==> src/rtl/lru_evict_ctrl.sv <==
// Drain controller for the LRU queue: watermark hysteresis or flush drives pops into a one-entry evict slot.
// Define LRU_EVICT_PERF_EN to build the saturating evict/stall performance counters; otherwise they read 0.
module lru_evict_ctrl #(
    parameter int DATAW   = 32,
    parameter int DEPTH   = 8,
    parameter int SIZEW   = $clog2(DEPTH + 1),
    parameter int HIGH_WM = DEPTH - 1,
    parameter int LOW_WM  = DEPTH / 2,
    parameter int CNTW    = 16
) (
    input  logic             clk,
    input  logic             reset,
    input  logic             q_empty,
    input  logic [SIZEW-1:0] q_size,
    input  logic [DATAW-1:0] q_data,
    output logic             q_pop,
    input  logic             flush,
    output logic             flush_done,
    output logic             evict_valid,
    output logic [DATAW-1:0] evict_data,
    input  logic             evict_ready,
    output logic [CNTW-1:0]  evict_count,
    output logic [CNTW-1:0]  stall_count
);

    generate
        if (!(LOW_WM >= 0 && LOW_WM < HIGH_WM && HIGH_WM <= DEPTH)) begin : g_bad_wm
            $error("lru_evict_ctrl: need 0 <= LOW_WM < HIGH_WM <= DEPTH");
        end
        if (DEPTH < 2 || (DEPTH & (DEPTH - 1)) != 0) begin : g_bad_depth
            $error("lru_evict_ctrl: DEPTH must be a power of 2 and >= 2");
        end
    endgenerate

    localparam logic [SIZEW-1:0] HIGH_SZ = SIZEW'(HIGH_WM);
    localparam logic [SIZEW-1:0] LOW_SZ  = SIZEW'(LOW_WM);

    typedef enum logic [1:0] {
        ST_IDLE,
        ST_EVICT,
        ST_FLUSH
    } state_e;

    state_e           state_q, state_d;
    logic             flush_done_q, flush_done_d;
    logic             valid_q, valid_d;
    logic [DATAW-1:0] data_q, data_d;
    logic             want;
    logic             pop_c;

    always_comb begin
        state_d      = state_q;
        flush_done_d = 1'b0;
        case (state_q)
            ST_IDLE: begin
                if (flush)
                    state_d = ST_FLUSH;
                else if (q_size >= HIGH_SZ)
                    state_d = ST_EVICT;
            end
            ST_EVICT: begin
                if (flush)
                    state_d = ST_FLUSH;
                else if (q_size <= LOW_SZ)
                    state_d = ST_IDLE;
            end
            ST_FLUSH: begin
                // Flush is only complete once the slot has also been handed off.
                if (q_empty && !valid_q) begin
                    state_d      = ST_IDLE;
                    flush_done_d = 1'b1;
                end
            end
            default: state_d = ST_IDLE;
        endcase

        // The low-watermark test here stops popping in the same cycle EVICT sees LOW_WM.
        want  = ((state_q == ST_EVICT) && (q_size > LOW_SZ)) || (state_q == ST_FLUSH);
        pop_c = want && !q_empty && (!valid_q || evict_ready);

        valid_d = valid_q;
        data_d  = data_q;
        if (pop_c) begin
            valid_d = 1'b1;
            data_d  = q_data;
        end else if (valid_q && evict_ready) begin
            valid_d = 1'b0;
        end
    end

    always_ff @(posedge clk) begin
        if (reset) begin
            state_q      <= ST_IDLE;
            flush_done_q <= 1'b0;
            valid_q      <= 1'b0;
            data_q       <= '0;
        end else begin
            state_q      <= state_d;
            flush_done_q <= flush_done_d;
            valid_q      <= valid_d;
            data_q       <= data_d;
        end
    end

    assign q_pop       = pop_c;
    assign flush_done  = flush_done_q;
    assign evict_valid = valid_q;
    assign evict_data  = data_q;

`ifdef LRU_EVICT_PERF_EN
    function automatic logic [CNTW-1:0] sat_inc(input logic [CNTW-1:0] v);
        return (v == {CNTW{1'b1}}) ? v : v + CNTW'(1);
    endfunction

    logic [CNTW-1:0] evict_cnt_q, evict_cnt_d;
    logic [CNTW-1:0] stall_cnt_q, stall_cnt_d;

    always_comb begin
        evict_cnt_d = evict_cnt_q;
        stall_cnt_d = stall_cnt_q;
        if (valid_q && evict_ready)
            evict_cnt_d = sat_inc(evict_cnt_q);
        if (valid_q && !evict_ready)
            stall_cnt_d = sat_inc(stall_cnt_q);
    end

    always_ff @(posedge clk) begin
        if (reset) begin
            evict_cnt_q <= '0;
            stall_cnt_q <= '0;
        end else begin
            evict_cnt_q <= evict_cnt_d;
            stall_cnt_q <= stall_cnt_d;
        end
    end

    assign evict_count = evict_cnt_q;
    assign stall_count = stall_cnt_q;
`else
    assign evict_count = '0;
    assign stall_count = '0;
`endif

endmodule

==> config.mk <==
export PLATFORM = sky130hd
export DESIGN_NAME = lru_evict_ctrl
export DESIGN_NICKNAME = d
export VERILOG_FILES = /design/src/rtl/lru_evict_ctrl.sv
export SDC_FILE = /design/constraint.sdc
export NUM_CORES = 1
export LEC_CHECK = 0
export CORE_ASPECT_RATIO = 1.75
export CORE_MARGIN = 4
export CORE_UTILIZATION = 41
export DETAILED_ROUTE_END_ITERATION = 10
export PLACE_DENSITY = 0.91
export SYNTH_ARGS = -nofsm -noshare
export SYNTH_HDL_FRONTEND = slang
export SYNTH_SLANG_ARGS = --single-unit
==> constraint.sdc <==
create_clock -name clk -period 4.1 [get_ports clk]
set_input_delay 0.615 -clock clk [delete_from_list [all_inputs] [get_ports clk]]
set_output_delay 0.615 -clock clk [all_outputs]
set_load 0.02 [all_outputs]
# Yosys cells after proc, flatten, opt, wreduce, memory -nomap -nowiden
# Cells that the tools add are included.
# word_totals
reg_bits,36
in_bits,41
output_inout_bits,67
elab_cells,35
# op_classes
n_lt_le_gt_ge,3
eq_ne,5
n_mux,9
n_bitwise,1
reduce_logical,13
# ops
op,count
$mux W2,5
$ne A3 B3 Y1 const B,2
$pmux W2 S3,1
$logic_and A1 B1 Y1,5
$ge A4 B3 Y1 const B,1
$gt A4 B3 Y1 const B,1
$le A4 B3 Y1 const B,1
$mux W1,3
$reduce_and A3 Y1,1
$eq A2 B1 Y1 const B,1
$eq A2 B2 Y1 const B,1
$logic_not A1 Y1,2
$logic_not A2 Y1,1
$logic_or A1 B1 Y1,2
$ne A2 B2 Y1 const B,1
$reduce_bool A2 Y1,1
$reduce_or A2 Y1,1
$not A1 Y1,1

# Depth between registers and ports, before layout
# Gate-level depths: netlist of the first run.
# logic_depth
depth_word,6
ltp_mapped,6
depth_no_buf,4

# Least setup slack after synthesis of the first run
# No wires, ideal clock.
# synth_path
path_kind,input -> output
start,input port q_size[1]
end,output port q_pop
arrival_ns,1.432
t_required_ns,3.485
path_slack_ns,2.053
cell_stages,5
n_path_buf,2
cell_sequence,o21a_1 -> o311ai_2 -> nor2b_1 -> buf_6 -> buf_12
# synth_between
elab_chain_len,5
# synth_lines
item,line,source
"start, declared",14,"input logic [SIZEW-1:0] q_size,"
$gt A4 B3 Y1,78,want = ((state_q == ST_EVICT) && (q_size > LOW_SZ)) || (state_q == ST_FLUSH);
$logic_and A1 B1 Y1,78,
$logic_or A1 B1 Y1,78,
$logic_and A1 B1 Y1 (2 in series),79,pop_c = want && !q_empty && (!valid_q || evict_ready);
"end, declared",16,"output logic q_pop,"
# Every way passes these cells.

# Final worst setup path of the first run
# Same ends and word-level chain as after synthesis.

==> flow_metrics.tcl, run 1 <==
set metrics [dict create \
    status "complete, no violations" \
    die_area_um2 5810 \
    grt_usage_pct 12.9 \
    final_nets 305 \
    p_per_area_nw_per_um2 304 \
    met2_usage_pct 23.6 \
    period_minus_slack_ns 2.85 \
    grt.busiest_layer "met2" \
    final_util_pct 58.2 \
    vias 1397 \
    cts.sinks 36 \
    ir_drop_v 0.000199 \
    synth_largest_area_cell "dfxtp_1" \
    final_layout_size_suffix_gt1_share_pct 3.79 \
    io_buffers 75 \
    maxSlewHeadroom_pct 63.9 \
    drtIter0Drc 44 \
    rows 32 \
    grt_max_degree 69 \
    cts_root_buffer "clkbuf_8" \
    combPwrFrac_pct 23.1 \
    p_leak_nw 0.978 \
    hold_class "reg -> reg" \
    synth_async_sr_flop_share_pct 0 \
    die_h_um 97.9 \
    netlist_area_um2 1890 \
    yosysWarnings 0 \
    yosys-top-cells-area "dfxtp_1 38%, nand2b_1 22%, mux2i_1 17%" \
    cts_max_path_buffers 2 \
    ys_ff_latch 36 \
    drt-pass1-iter-count 3 \
    setup_violations 0 \
    overflow 0 \
    dieWidth_um 59.4 \
    avgSynthCellArea_um2 9.86 \
    antenna_left 0 \
    use_met1_pct 13.4 \
    syn_to_final_growth_pct 36.6 \
    cp-end-kind "primary output" \
    arrival_ns 2.23 \
    p_sw_share_pct 27.0 \
    yosys.cell_count.top_type "nand2b_1" \
    synth_cell_types 18 \
    pin_count 108 \
    wl_um 3830 \
    max_freq_mhz 351 \
    period_share_pct 69.4 \
    crit_required_ns 3.48 \
    synth_cells 192 \
    drc 0 \
    cp-start-kind "primary input" \
    power_frac_seq_pct 47.8 \
    grt_pass1_vias 1293 \
    p_switching_w 0.000213 \
    fin_hold_ws_ns 0.472 \
    cts_buffers 5 \
    synth_commonest_cells "66 x nand2b_1, 36 x dfxtp_1, 32 x buf_4, 32 x mux2i_1, 7 x clkbuf_1" \
    vias_per_cell 4.43 \
    final_hold_viol_count 0 \
    yosysSeqAreaShare_pct 38.1 \
    antenna_found_initial 0 \
    gr-usage-met3_pct 3.04 \
    worst_pin_slew_ns 0.541 \
    skew_ns 0.00339 \
    ctsResizeCount 0 \
    synth_edf_count 0 \
    power.internal_w 0.000574 \
    gp_congestion 0.662 \
    rsz0062_at_grt "no" \
    coreArea_um2 4440 \
    yosysTopAreaCellShare_pct 38.1 \
    grt_first_pass_wirelength_um 5870 \
    post-cts-setup-buffer-count 0 \
    clk_pin_slew_ns 0.06 \
    ctsHoldBuffers 0 \
    initial_core_util_pct 42.6 \
    clkPwrFrac_pct 29.2 \
    maxSlewViolCount 0 \
    cts_tree "yes" \
    synthFlopType "dfxtp_1" \
    maxCapViolCount 0 \
    finalSetupTns_ns 0 \
    clkLatencyLatePin_ns 0.28 \
    diodes 0 \
    htree_num_levels 2 \
    crit_fanout 2 \
    dp_hpwl_um 2860 \
    critPathKind "in -> out" \
    wl_per_cell_um 12.2 \
]
-- placed cells by master (no fill, tap or decap) --
cell type / synthesis / final
o311ai_2: 1 / 1
buf_4: 32 / 2
inv_1: 1 / 1
clkbuf_1: 7 / 1
clkdlybuf4s50_1: 0 / 75
maj3_1: 1 / 1
mux2i_1: 32 / 32
o21a_1: 1 / 1
nor4_1: 1 / 1
nor2b_4: 0 / 1
xor2_1: 1 / 1
clkinv_2: 0 / 1
nor3b_1: 1 / 1
clkbuf_8: 0 / 5
nor2b_1: 3 / 2
nor2_1: 1 / 1
dfxtp_1: 36 / 36
conb_1: 1 / 32
nand2b_1: 66 / 66
a21oi_1: 3 / 3
-- power by group through the flow --
| stage | clock [W] | combinational [W] | sequential [W] |
|---|---|---|---|
| CTS | 0.000240 | 0.000183 | 0.000376 |
| detailed placement | 0 | 0.000183 | 0.000384 |
| floorplan | 0 | 0.000114 | 0.000402 |
| finish | 0.000230 | 0.000182 | 0.000376 |
| global route | 0.000255 | 0.000194 | 0.000378 |
| global placement | 0 | 0.000181 | 0.000383 |
-- final timing paths --
check	startpoint	end	slack, ns	depth (start not counted)
max reg2reg	state_q[1]	evict_data[7]	2.34	5
min	evict_data[17]	evict_data[17]	0.47	2
min reg2reg	evict_data[17]	evict_data[17]	0.47	2
max	q_size[1]	q_pop	1.25	5
-- layout make-up --
cell class,instances,area [µm²]
flip-flops and latches,36,721
clock buffers,6,72.6
multi-input cells,143,955
inverters,1,3.75
well taps,51,63.8
fillers,390,1860
clock inverters,1,5.00
repair buffers,77,766
-- cell families (layout without fill, tap and decap cells) --
logic type               Yosys count  after routing  synth area share, %
buffers and inverters             44             85                 18.0
AND/OR/NAND/NOR                   72             72                 23.7
AO/OA/AOI/OAI                      5              5                 2.05
multiplexers                      32             32                 16.9
flip-flops                        36             36                 38.1
other                              1             32                0.198
adder cells (fa/ha/maj)            1              1                0.529
XOR/XNOR                           1              1                0.463
-- critical path: stages --
cell             delay, ns
clkdlybuf4s50_1       0.42
o21a_1                0.20
o311ai_2              0.35
nor2b_4               0.07
clkdlybuf4s50_1       0.57
-- state kept, by name, summed over array words and instances (netlist names) --
signal,count
evict_valid,1
state_q,2
evict_data,32
flush_done,1
-- through the flow --
step / total power, W / worst slack (ns) / cells / area, µm²
3_3_place_gp: 0.000564 / 1.26 / 308 / 2510
3_5_place_dp: 0.000567 / 1.24 / 308 / 2510
5_1_grt: 0.000827 / 1.18 / 315 / 2590
4_1_cts: 0.000799 / 1.24 / 315 / 2590
6_report: 0.000787 / 1.25 / 315 / 2590
2_1_floorplan: 0.000516 / 2.05 / 223 / 2010
-- metal layers --
layer | vias up | wire length, µm
met5 | - | 0
met4 | 0 | 42
met3 | 4 | 371
met2 | 74 | 2050
met1 | 630 | 1370
li1 | 689 | -
(Power assumes the default switching activity.)
==> inputs of run 2 (changes only) <==
Settings changed: CORE_UTILIZATION 41 to 38, PLACE_DENSITY 0.91 to 0.86.
Clock period 4.1 ns to 2.8 ns, I/O delays scaled along.
==> run 2 against run 1 <==
Against the previous run: clock-buffer cell count is 1 higher; routed wire length is 3.0% higher; setup slack worse by 0.92 ns; sequential power is 46% higher; clock power is 68% higher; utilization is 3.0 points lower; global-route usage is 0.14 points lower; critical endpoint unchanged.
==> flow_metrics.tcl, run 2 (synthesized netlist as in run 1, its figures left out) <==
set metrics [dict create \
    cts_buffers 5 \
    period_share_pct 88.2 \
    critPathKind "in -> out" \
    p_per_area_nw_per_um2 461 \
    top_layer "met4" \
    crit_start "q_size[1]" \
    fin_hold_ws_ns 0.472 \
    r2r-start "state_q[1]" \
    gp_congestion 0.687 \
    die_area_um2 6220 \
    dr_wl_met2_um 2090 \
    routed-wl-met3_um 399 \
    clk_pin_slew_ns 0.07 \
    grt_usage_pct 12.7 \
    cts_tree "yes" \
    rows 33 \
    dieWidth_um 61.4 \
    wl_um 3950 \
    grt_pass1_vias 1289 \
    path_cells "clkdlybuf4s50_1 -> o21a_1 -> o311ai_2 -> nor2b_4 -> clkdlybuf4s50_1" \
    drc 0 \
    ctsHoldBuffers 0 \
    antenna_left 0 \
    p_leak_nw 0.992 \
    hold_start "evict_data[5]" \
    htree_num_levels 2 \
    coreArea_um2 4750 \
    crit_fanout 2 \
    diodes 0 \
    initial_core_util_pct 39.9 \
    drtIter0Drc 37 \
    p_switching_w 0.000314 \
    cts_root_buffer "clkbuf_8" \
    largest_register_ffs 32 \
    antenna_found_initial 0 \
    vias_per_cell 4.42 \
    final_common_cell "clkdlybuf4s50_1" \
    post-cts-setup-buffer-count 0 \
    combPwrFrac_pct 22.3 \
    maxSlewHeadroom_pct 53.7 \
    cp_top_family "buffers and inverters" \
    die_h_um 101 \
    max_freq_mhz 405 \
    maxSlewViolCount 0 \
    multiInputGateArea_um2 955 \
    pin_count 108 \
    finalSetupTns_ns 0 \
    crit_top_cell "clkdlybuf4s50_1" \
    seq_area_um2 721 \
    layout_common_cells "75 x clkdlybuf4s50_1, 66 x nand2b_1, 36 x dfxtp_1" \
    final_layout_size_suffix_gt1_share_pct 4.17 \
    rsz0062_at_grt "no" \
    dp_hpwl_um 3030 \
    ir_drop_v 0.000428 \
    drt-pass1-iter-count 3 \
    p_sw_share_pct 26.0 \
    ctsResizeCount 0 \
    cts_max_path_buffers 2 \
    vias 1396 \
    r2r_slack_ns 1.04 \
    worst_pin_slew_ns 0.693 \
    critPathBufInv 2 \
    clkLatencyLatePin_ns 0.28 \
    cp-end-kind "primary output" \
    slowest_delay_ns 0.57 \
    skew_ns 0.00570 \
    final_nets 305 \
    final_hold_viol_count 0 \
    crit_required_ns 2.38 \
    arrival_ns 2.05 \
    drt-met1-wl_um 1370 \
    slowest_stage "clkdlybuf4s50_1" \
    hold_class "reg -> reg" \
    fillers 421 \
    cp-start-kind "primary input" \
    power_frac_seq_pct 45.6 \
    grt_first_pass_wirelength_um 5930 \
    wl_per_cell_um 12.5 \
    maxCapViolCount 0 \
    cts.sinks 36 \
    period_minus_slack_ns 2.47 \
    clkPwrFrac_pct 32.1 \
    io_buffers 75 \
    grt_max_degree 43 \
    overflow 0 \
    power.internal_w 0.000893 \
    setup_violations 0 \
    status "complete, no violations" \
    syn_to_final_growth_pct 38.3 \
]
run 2: routing by layer:
metal | vias up | GRT usage [%]
li1 | 692 | -
met1 | 623 | 13.6
met2 | 74 | 22.3
met3 | 7 | 3.44
met4 | 0 | 5.88
met5 | - | 0
run 2: worst min-delay path, delay by kind of cell, from the launching register on:
| family | cells | cell delay, ns |
|---|---|---|
| DFF | 1 | 0.31 |
| muxes | 1 | 0.05 |
| and+or+nand+nor | 1 | 0.06 |
run 2: area by class of cell:
| class | count | area share (%) |
|---|---|---|
| Sequential cell | 36 | 27.5 |
| Timing Repair Buffer | 77 | 29.7 |
| Clock buffer | 7 | 3.68 |
| Multi-Input combinational cell | 143 | 36.5 |
| Tap cell | 52 | 2.48 |
| Inverter | 1 | 0.143 |
run 2: through the flow:
step | total power [W] | cell area, µm² | std cells | util [%] | worst slack [ns]
after floorplan | 0.000756 | 2010 | 223 | - | 1.14
after global placement | 0.000829 | 2520 | 309 | 53.1 | 0.344
after detailed placement | 0.000833 | 2520 | 309 | 53.1 | 0.308
after CTS | 0.00123 | 2620 | 316 | 55.2 | 0.314
after global routing | 0.00127 | 2620 | 316 | 55.2 | 0.275
final | 0.00121 | 2620 | 316 | 55.2 | 0.330
run 2: power by group through the flow:
| stage | clock, W | sequential, W | combinational [W] |
|---|---|---|---|
| floorplan | 0 | 0.000589 | 0.000168 |
| global placement | 0 | 0.000561 | 0.000268 |
| detailed placement | 0 | 0.000562 | 0.000271 |
| CTS | 0.000409 | 0.000550 | 0.000272 |
| global route | 0.000427 | 0.000552 | 0.000290 |
| finish | 0.000387 | 0.000550 | 0.000269 |
run 2: final timing paths:
check | to | cells after the start
worst max-delay path | q_pop | 5
worst min-delay path | evict_data[5] | 2
worst max register to register | evict_data[15] | 5
worst min register to register | evict_data[5] | 2
==> inputs of run 3 (changes only) <==
Settings changed: GPL_TIMING_DRIVEN set to 0.
==> run 3 against run 2 <==
Against the previous run: critical path depth grew 2; sequential power is essentially flat; flip-flop and latch count stayed put; die area did not move; register-to-register slack better by 0.21 ns; largest power group unchanged.
==> flow_metrics.tcl, run 3 (synthesized netlist as in run 1, its figures left out) <==
set metrics [dict create \
    htree_num_levels 2 \
    final_common_cell "clkdlybuf4s50_1" \
    use_met1_pct 15.1 \
    wl_per_cell_um 12.4 \
    grt_max_degree 12 \
    cts_max_path_buffers 2 \
    initial_core_util_pct 39.9 \
    dp_hpwl_um 3620 \
    grt_pass1_vias 1491 \
    antenna_left 0 \
    clk_pin_slew_ns 0.07 \
    gr-usage-met3_pct 4.46 \
    hold_class "reg -> reg" \
    layout_common_cells "74 x clkdlybuf4s50_1, 66 x nand2b_1, 36 x dfxtp_1" \
    cts.sinks 36 \
    drtIter0Drc 26 \
    power_frac_seq_pct 44.3 \
    power.internal_w 0.000908 \
    setup_violations 0 \
    vias 1505 \
    diodes 0 \
    pin_count 108 \
    maxCapViolCount 0 \
    stdcell_area_um2 2910 \
    ctsResizeCount 0 \
    clkLatencyLatePin_ns 0.28 \
    crit_required_ns 2.38 \
    crit_fanout 10 \
    clkPwrFrac_pct 30.2 \
    post-cts-setup-buffer-count 0 \
    final_layout_size_suffix_gt1_share_pct 14.8 \
    final_nets 345 \
    gp_congestion 0.710 \
    ctsHoldBuffers 0 \
    p_leak_nw 1.18 \
    die_h_um 101 \
    combPwrFrac_pct 25.5 \
    syn_to_final_growth_pct 53.6 \
    die_area_um2 6220 \
    antenna_found_initial 0 \
    period_minus_slack_ns 2.69 \
    cts_buffers 5 \
    maxSlewViolCount 0 \
    final_util_pct 61.2 \
    critPathKind "in -> out" \
    arrival_ns 2.27 \
    cts_root_buffer "clkbuf_8" \
    met2_usage_pct 26.5 \
    cp-start-kind "primary input" \
    r2r_slack_ns 1.25 \
    finalSetupTns_ns 0 \
    p_sw_share_pct 26.9 \
    period_share_pct 96.0 \
    final_hold_viol_count 0 \
    p_switching_w 0.000334 \
    rows 33 \
    drc 0 \
    coreArea_um2 4750 \
    drt-pass1-iter-count 3 \
    max_freq_mhz 372 \
    ir_drop_v 0.000323 \
    wl_um 4440 \
    fillers 445 \
    status "complete, no violations" \
    overflow 0 \
    dieWidth_um 61.4 \
    io_buffers 74 \
    skew_ns 0.00584 \
    vias_per_cell 4.22 \
    grt_usage_pct 14.7 \
    grt_first_pass_wirelength_um 6890 \
    cp-end-kind "primary output" \
    rsz0062_at_grt "no" \
    p_per_area_nw_per_um2 427 \
    dpl-instance-area_um2 2820 \
    cts_tree "yes" \
    largest_register_ffs 32 \
    grt.busiest_layer "met2" \
]
run 3: per-stage QoR:
| stage | instances | power, W | hold slack [ns] | setup WS [ns] |
|---|---|---|---|---|
| after floorplan | 223 | 0.000756 | 0.456 | 1.14 |
| after global placement | 349 | 0.000874 | 0.457 | 0.102 |
| after detailed placement | 349 | 0.000880 | 0.461 | 0.106 |
| after CTS | 357 | 0.00126 | 0.477 | 0.104 |
| after global routing | 357 | 0.00131 | 0.499 | 0.0388 |
| final | 357 | 0.00124 | 0.470 | 0.111 |
run 3: cell type report:
cell class,count,area (µm²),area share [%]
clock inverters,2,10.0,0.344
plain buffers,43,338,11.6
well taps,52,65.1,2.24
repair buffers,74,741,25.5
inverters,1,3.75,0.129
flip-flops and latches,36,721,24.8
multi-input cells,143,947,32.6
clock buffers,6,82.6,2.84
run 3: power by group through the flow:
stage / sequential [W] / combinational [W] / clock (W)
after floorplan: 0.000589 / 0.000168 / 0
after global placement: 0.000561 / 0.000314 / 0
after detailed placement: 0.000562 / 0.000318 / 0
after CTS: 0.000550 / 0.000319 / 0.000389
after global routing: 0.000553 / 0.000340 / 0.000417
final: 0.000550 / 0.000317 / 0.000375
run 3: metal layers:
metal | part of all wire [%] | wire (µm) | vias up
met5 | 0 | 0 | -
met4 | 2.0 | 90 | 0
met3 | 11 | 483 | 8
met2 | 52 | 2330 | 74
met1 | 35 | 1540 | 650
li1 | - | - | 773
run 3: worst paths after layout:
check / depth (start not counted) / from / endpoint
max: 7 / q_size[1] / q_pop
max reg2reg: 6 / state_q[1] / evict_data[18]
min reg2reg: 2 / evict_data[21] / evict_data[21]
min: 2 / evict_data[21] / evict_data[21]
run 3: critical path: stages:
cell	delay, ns
clkdlybuf4s50_1	0.42
o21a_1	0.20
o311ai_2	0.29
nor2b_1	0.10
buf_6	0.16
buf_12	0.15
clkdlybuf4s50_1	0.53
